File: src/rtl/shift_stage.sv
`default_nettype none
// ----------------------------------------------------------------------------
// shift_stage: two-register-stage SLL/SRL/SRA/ROR shifter with valid/ready
// handshake; ROR enabled by SHIFT_STAGE_ROTATE_EN.  Revision 1.0
// ----------------------------------------------------------------------------
module shift_stage #(
  parameter int N = 32
) (
  input  logic                 clk,
  input  logic                 rst,
  input  logic                 in_valid,
  output logic                 in_ready,
  input  logic [1:0]           in_op,
  input  logic [N-1:0]         in_a,
  input  logic [$clog2(N)-1:0] in_shamt,
  output logic                 out_valid,
  input  logic                 out_ready,
  output logic [N-1:0]         out_result,
  output logic [1:0]           out_op,
  output logic [15:0]          ops_done
);

  localparam int         SW      = $clog2(N);
  localparam logic [1:0] OP_SLL  = 2'b00;
  localparam logic [1:0] OP_SRL  = 2'b01;
  localparam logic [1:0] OP_SRA  = 2'b10;
  localparam logic [15:0] CNT_MAX = 16'hFFFF;

  logic          s1_valid_q, s1_valid_d;
  logic [1:0]    s1_op_q,    s1_op_d;
  logic [N-1:0]  s1_a_q,     s1_a_d;
  logic [SW-1:0] s1_shamt_q, s1_shamt_d;
  logic          s2_valid_q, s2_valid_d;
  logic [N-1:0]  s2_result_q, s2_result_d;
  logic [1:0]    s2_op_q,    s2_op_d;
  logic [15:0]   ops_done_q, ops_done_d;

  logic          s2_adv;
  logic          s1_adv;
  logic          in_xfer;
  logic          out_xfer;
  logic [N-1:0]  shift_res;
  logic [N-1:0]  ror_res;

  // Log-depth barrel shifters: stage k shifts by 2**k when shamt bit k is set.
  logic [N-1:0] sll_stg [0:SW];
  logic [N-1:0] srl_stg [0:SW];
  logic [N-1:0] sra_stg [0:SW];

  assign sll_stg[0] = s1_a_q;
  assign srl_stg[0] = s1_a_q;
  assign sra_stg[0] = s1_a_q;

`ifdef SHIFT_STAGE_ROTATE_EN
  logic [N-1:0] ror_stg [0:SW];
  assign ror_stg[0] = s1_a_q;
  assign ror_res    = ror_stg[SW];
`else
  // Without rotate support op 11 still flows through, returning the operand.
  assign ror_res = s1_a_q;
`endif

  generate
    for (genvar k = 0; k < SW; k++) begin : g_stage
      localparam int STEP = 1 << k;
      assign sll_stg[k+1] = s1_shamt_q[k] ?
          {sll_stg[k][N-1-STEP:0], {STEP{1'b0}}} : sll_stg[k];
      assign srl_stg[k+1] = s1_shamt_q[k] ?
          {{STEP{1'b0}}, srl_stg[k][N-1:STEP]} : srl_stg[k];
      // MSB of every stage is still the original sign bit, so fill from it.
      assign sra_stg[k+1] = s1_shamt_q[k] ?
          {{STEP{sra_stg[k][N-1]}}, sra_stg[k][N-1:STEP]} : sra_stg[k];
`ifdef SHIFT_STAGE_ROTATE_EN
      assign ror_stg[k+1] = s1_shamt_q[k] ?
          {ror_stg[k][STEP-1:0], ror_stg[k][N-1:STEP]} : ror_stg[k];
`endif
    end
  endgenerate

  always_comb begin
    shift_res = ror_res;
    case (s1_op_q)
      OP_SLL:  shift_res = sll_stg[SW];
      OP_SRL:  shift_res = srl_stg[SW];
      OP_SRA:  shift_res = sra_stg[SW];
      default: shift_res = ror_res;
    endcase
  end

  // Output valid is masked by reset so nothing can transfer while rst is low.
  assign out_valid  = s2_valid_q & rst;
  assign out_result = s2_result_q;
  assign out_op     = s2_op_q;
  assign ops_done   = ops_done_q;

  assign s2_adv   = !s2_valid_q || out_ready;
  assign s1_adv   = s1_valid_q && s2_adv;
  assign in_ready = !s1_valid_q || s2_adv;
  assign in_xfer  = in_valid && in_ready;
  assign out_xfer = out_valid && out_ready;

  always_comb begin
    s1_valid_d  = s1_valid_q;
    s1_op_d     = s1_op_q;
    s1_a_d      = s1_a_q;
    s1_shamt_d  = s1_shamt_q;
    s2_valid_d  = s2_valid_q;
    s2_result_d = s2_result_q;
    s2_op_d     = s2_op_q;
    ops_done_d  = ops_done_q;

    if (in_xfer) begin
      s1_valid_d = 1'b1;
      s1_op_d    = in_op;
      s1_a_d     = in_a;
      s1_shamt_d = in_shamt;
    end else if (s1_adv) begin
      s1_valid_d = 1'b0;
    end

    if (s2_adv) begin
      s2_valid_d = s1_valid_q;
    end
    if (s1_adv) begin
      s2_result_d = shift_res;
      s2_op_d     = s1_op_q;
    end

    if (out_xfer && (ops_done_q != CNT_MAX)) begin
      ops_done_d = ops_done_q + 16'd1;
    end
  end

  always_ff @(posedge clk) begin
    if (!rst) begin
      s1_valid_q  <= 1'b0;
      s1_op_q     <= 2'b00;
      s1_a_q      <= '0;
      s1_shamt_q  <= '0;
      s2_valid_q  <= 1'b0;
      s2_result_q <= '0;
      s2_op_q     <= 2'b00;
      ops_done_q  <= 16'd0;
    end else begin
      s1_valid_q  <= s1_valid_d;
      s1_op_q     <= s1_op_d;
      s1_a_q      <= s1_a_d;
      s1_shamt_q  <= s1_shamt_d;
      s2_valid_q  <= s2_valid_d;
      s2_result_q <= s2_result_d;
      s2_op_q     <= s2_op_d;
      ops_done_q  <= ops_done_d;
    end
  end

endmodule
`default_nettype wire

File: config.mk
export PLATFORM = sky130hd
export DESIGN_NAME = shift_stage
export DESIGN_NICKNAME = d
export VERILOG_FILES = /design/src/rtl/shift_stage.sv
export SDC_FILE = /design/constraint.sdc
export NUM_CORES = 1
export LEC_CHECK = 0
export BUFFER_PORTS_ARGS = -buffer_cell sky130_fd_sc_hd__buf_2
export CAP_MARGIN = 20
export CELL_PAD_IN_SITES_DETAIL_PLACEMENT = 0
export CELL_PAD_IN_SITES_GLOBAL_PLACEMENT = 1
export CORE_ASPECT_RATIO = 1.1
export CORE_MARGIN = 1
export CORE_UTILIZATION = 49
export DETAILED_ROUTE_END_ITERATION = 16
export PLACE_DENSITY = 0.92
export SLEW_MARGIN = 20
export SYNTH_ARGS = -nofsm -noshare
export SYNTH_HDL_FRONTEND = slang
export SYNTH_SLANG_ARGS = --single-unit
File: constraint.sdc
create_clock -name clk -period 3.1 [get_ports clk]
set_input_delay 0 -clock clk [delete_from_list [all_inputs] [get_ports clk]]
set_output_delay 0 -clock clk [all_outputs]
set_load 0.01 [all_outputs]
After elaboration in Yosys (flattened, before gate mapping)
Index checks and enable logic that the tools add are counted.

Register bits after elaboration: 91. Output and inout bits: 52. Bits of input ports: 43.

Reduce and logical (&&, ||, !) cells: 10. Bitwise operators: 1. Mux-type cells: 18. Equal/unequal tests: 3. Add/subtract/negate cells: 1.

Operators by type and width (count): $mux W32 (10); $mux W31 (5); $pmux W32 S3 (1); $add A16 B1 Y16 const B (1); $ne A16 B16 Y1 const B (1); $logic_and A1 B1 Y1 (4); $eq A2 B1 Y1 const B (1); $eq A2 B2 Y1 const B (1); $logic_not A1 Y1 (2); $logic_not A2 Y1 (1); $logic_or A1 B1 Y1 (2); $mux W1 (2); $reduce_bool A2 Y1 (1); $and A1 B1 Y1 (1).

Depth between registers and ports, before layout
Depth after elaboration: 6. Gate-level depth with buffers: 10.

Least setup slack after synthesis
OpenSTA, ideal clock, no wires.

Kind: register to register. From: register s1_shamt_q[1]. To: register s2_result_q[4], in the netlist out_result[4]. Arrival: 1980 ps. Slack: 1003 ps. Stages on the path, launching flop included: 8. Period minus slack after synthesis: 2097 ps. Data required time: 2983 ps. Buffers on the path: 3. Cells stage by stage: dfxtp_1 > buf_6 > buf_12 > buf_6 > mux4_2 > mux4_2 > o311a_1 > a32o_1.

Word-level cells in the longest chain between the ends: 5. Elaborated cells between the ends (all ways): 13. Classes of those cells: mux (13).

RTL lines: start: declaration (RTL line 32) `logic [SW-1:0] s1_shamt_q, s1_shamt_d;`; start signal: assignment (RTL line 148) `s1_shamt_q <= s1_shamt_d;`; $mux W31 (tied with other cells) (4 in a row) (RTL line 71) `assign sra_stg[k+1] = s1_shamt_q[k] ?`; $pmux W32 S3 (*) (RTL line 82) `case (s1_op_q)`; end signal: assignment (RTL line 150) `s2_result_q <= s2_result_d;`; end: declaration (RTL line 34) `logic [N-1:0] s2_result_q, s2_result_d;`.

Mark *: on every way between the ends. The rest lies on a longest branch, timed or not. A chain may end at the register's enable or synchronous reset.

Worst setup path after layout
From: register s1_shamt_q[0]. To: register s2_result_q[21], in the netlist out_result[21].

Word-level cells in the longest chain between the ends: 6. Elaborated cells between the ends (all ways): 16. Classes of those cells: mux (16).

RTL lines (RTL line): $mux W31 (tied with other cells) (5 in a row) (71); $pmux W32 S3 (*) (82).

Marked as above.

==> reports/metrics.csv <==
metric;value;unit
number of clock sinks;91;
Tot GR Track Use;0.4351;
final non-filler cell total;1315;
top cell type by total area after synthesis;dfxtp_1;
vias in the first global route;8816;
register area share after synthesis;0.2176;
drt first pass iters;8;
Setup WS post-layout;0.4858;ns
Max clock buf depth;2;
Yosys warning count;0;
TritonCTS clock tree;yes;
via count;9405;
DIE AREA;17610;um^2
root buffer cell;clkbuf_16;
highest clock rate;382.5;MHz
clock skew;0.01170;ns
FF+latch count, synth;91;
Antenna Violating Nets Remaining;0;
Final Max Slew Viols;0;
Setup crit end;out_result[21];
Reg clk slew, reported paths;0.07;ns
number of H-tree branching levels;3;
setup bufs post-CTS;0;
CTS buffer count;9;
share of Yosys cell area claimed by the top area cell type;0.2176;
Setup crit start;s1_shamt_q[0];
crit path launch type;flip-flop;
Syn-to-layout area delta;18.13;%
slew of the pin with the lowest slew margin;0.8660;ns
DR WL/cell;28.56;um
Post-synth EDFFs;0;
Place WS;0.5627;ns
Fill cells;1491;
peak fanout along the critical path;39;
WS Path Type;reg2reg;
Reg2Reg Setup Slack;0.49;ns
DP HPWL;27420;um
1st-iter DRT viols;1514;
ratio of cells with drive above 1 in the final layout;0.2709;
post-route minimum period;2.614;ns
syn_nets;1044;
hold slack;0.1081;ns
DRC errors left;0;
dpl cells;1259;
Syn Inst Count;1000;
Rel. slew slack;0.4165;
status;complete, no violations;
final WL;37560;um
period utilization;0.8433;
endpoints failing hold;0;
first-pass GRT wire length;56670;um
vias per inst;7.152;
Worst R2R End;out_result[21];
WP data arrival;2.86;ns
WP data required;3.34;ns
setup_tns;0;ns
DIE HEIGHT;139.1;um
worst r2r src;s1_shamt_q[0];
power per standard cell area;374.2;nW/um^2
Synth area leaders;dfxtp_1 (22%), mux4_2 (17%), nand2_1 (6.9%);
Layout Nets;1150;
core area;16550;um^2
die extent in x;126.6;um
Async SR Flop Fraction;0;
syn_area_per_cell;8.372;um^2
predominant post-synthesis flop cell;dfxtp_1;
Pleak;3.682;nW
Reg2Reg Depth;7;
DP Area;9180;um^2
antenna cells;0;
# rows;49;
Worst Hold Class;in2reg;
Overflow after GRT;0;
# port buffers;94;
peak supply drop;0.0003235;V
Max-cap violations;0;
unrepaired setup endpoints after global routing;false;
crit path capture type;flip-flop;
Final setup viols;0;
Unique masters post-synth;80;
post-route cell area;9889;um^2
Mapped Area;8372;um^2
later-pin clock latency in the skew report;0.36;ns
Initial Util;0.5057;
largest net degree at the start of global routing;68;
Top Ports;95;
gpl congestion;1.062;
initial antenna violation count;1;
metal layers:
layer  routed length (um)  global-route usage  up-vias
met3                 4281             0.08989      156
li1                     -                   -     4051
met2                16340              0.6458      731
met4                 2597              0.2632        2
met5                   18                   0        -
met1                14320              0.5813     4465
layout by cell type, fill, tap and decap left out, drive strengths merged, types with 14 or more instances in the layout:
| cell type | count |
|---|---|
| buf | 174 |
| nand2 | 153 |
| dfxtp | 91 |
| a21oi | 81 |
| mux4 | 67 |
| nor2 | 60 |
| mux2i | 52 |
| dlygate4sd3 | 40 |
| o21ai | 35 |
| mux2 | 28 |
| o211ai | 24 |
| nor3 | 23 |
| nand3 | 20 |
| o22ai | 17 |
| o31ai | 15 |
| or3 | 14 |
Yosys cell counts (all sizes together) (7+ instances only):
cell type,n
o21ai,35
o31ai,15
a22oi,9
clkbuf,80
o22ai,17
and2,8
mux4,67
nand4,9
mux2i,52
a31oi,8
a2111oi,8
buf,39
o21a,7
mux2,28
nand2,153
a221oi,9
a21oi,81
nor2b,10
nand3,20
nand2b,12
nor3,23
o211ai,24
nor2,60
nor4,11
dfxtp,91
a211oi,12
or3,14
where the power goes:
part	leakage (nW)	internal, mW	switching [mW]
sequential	0.745	1.22	0.136
combinational	2.78	0.487	0.670
clock	0.154	0.657	0.529
repair_timing:
action                                  in CTS  in global routing
endpoints found under the hold margin       40                  0
endpoints found under the setup margin       0                  0
hold buffers                                40                  0
gates resized for setup                      0                  0
logic make-up (layout without fill, tap and decap cells):
kind of cell    after synthesis  after routing  synth area share
simple gates                345            345            0.1913
mux                         147            147            0.2823
flops                        91             91            0.2176
buf+inv                     126            237           0.07114
compound gates              287            287            0.2330
xor+xnor                      3              3          0.003139
fa+ha+maj                     1              1          0.001494
critical path: stages (launching register included):
cell      delay [ns]
dfxtp_4         0.72
buf_4           0.33
mux4_2          0.54
nor2_1          0.22
o31ai_1         0.16
buf_4           0.21
a211oi_1        0.20
o211ai_1        0.10
area by class of cell:
cell class,instances,area [um^2],area share
timing repair buffer,214,1509,0.1526
tap,204,255.2,0.02581
clock inverter,6,70.07,0.007085
inverter,7,26.28,0.002657
sequential,91,1831,0.1851
multi-input combinational,783,5959,0.6026
clock buffer,10,239.0,0.02416
how the worst min path moves through the flow:
| stage | startpoint | end | slack [ns] | cells past startpoint |
|---|---|---|---|---|
| 2_1_floorplan | in_valid | s1_valid_q | 0.12 | 2 |
| 3_3_place_gp | in_valid | s1_valid_q | 0.23 | 3 |
| 3_5_place_dp | in_shamt[2] | s1_shamt_q[2] | 0.24 | 3 |
| 4_1_cts | rst | out_result[13] | 0.09 | 3 |
| 5_1_grt | rst | out_result[1] | 0.11 | 3 |
| 6_report | out_ready | ops_done[12] | 0.11 | 5 |
registers in the layout (all words and copies together), names as in the netlist:
signal	count
out_result	32
ops_done	16
ror_res	32
s1_shamt_q	5
s2_valid_q	1
s1_op_q	2
s1_valid_q	1
out_op	2
through the flow:
stage / total power [mW] / util
floorplan: 2.015 / -
global placement: 2.449 / 0.5546
detailed placement: 2.442 / 0.5546
CTS: 3.655 / 0.5974
global route: 3.818 / 0.5974
finish: 3.701 / 0.5974
No activity file was read; power rests on OpenSTA's default activity.
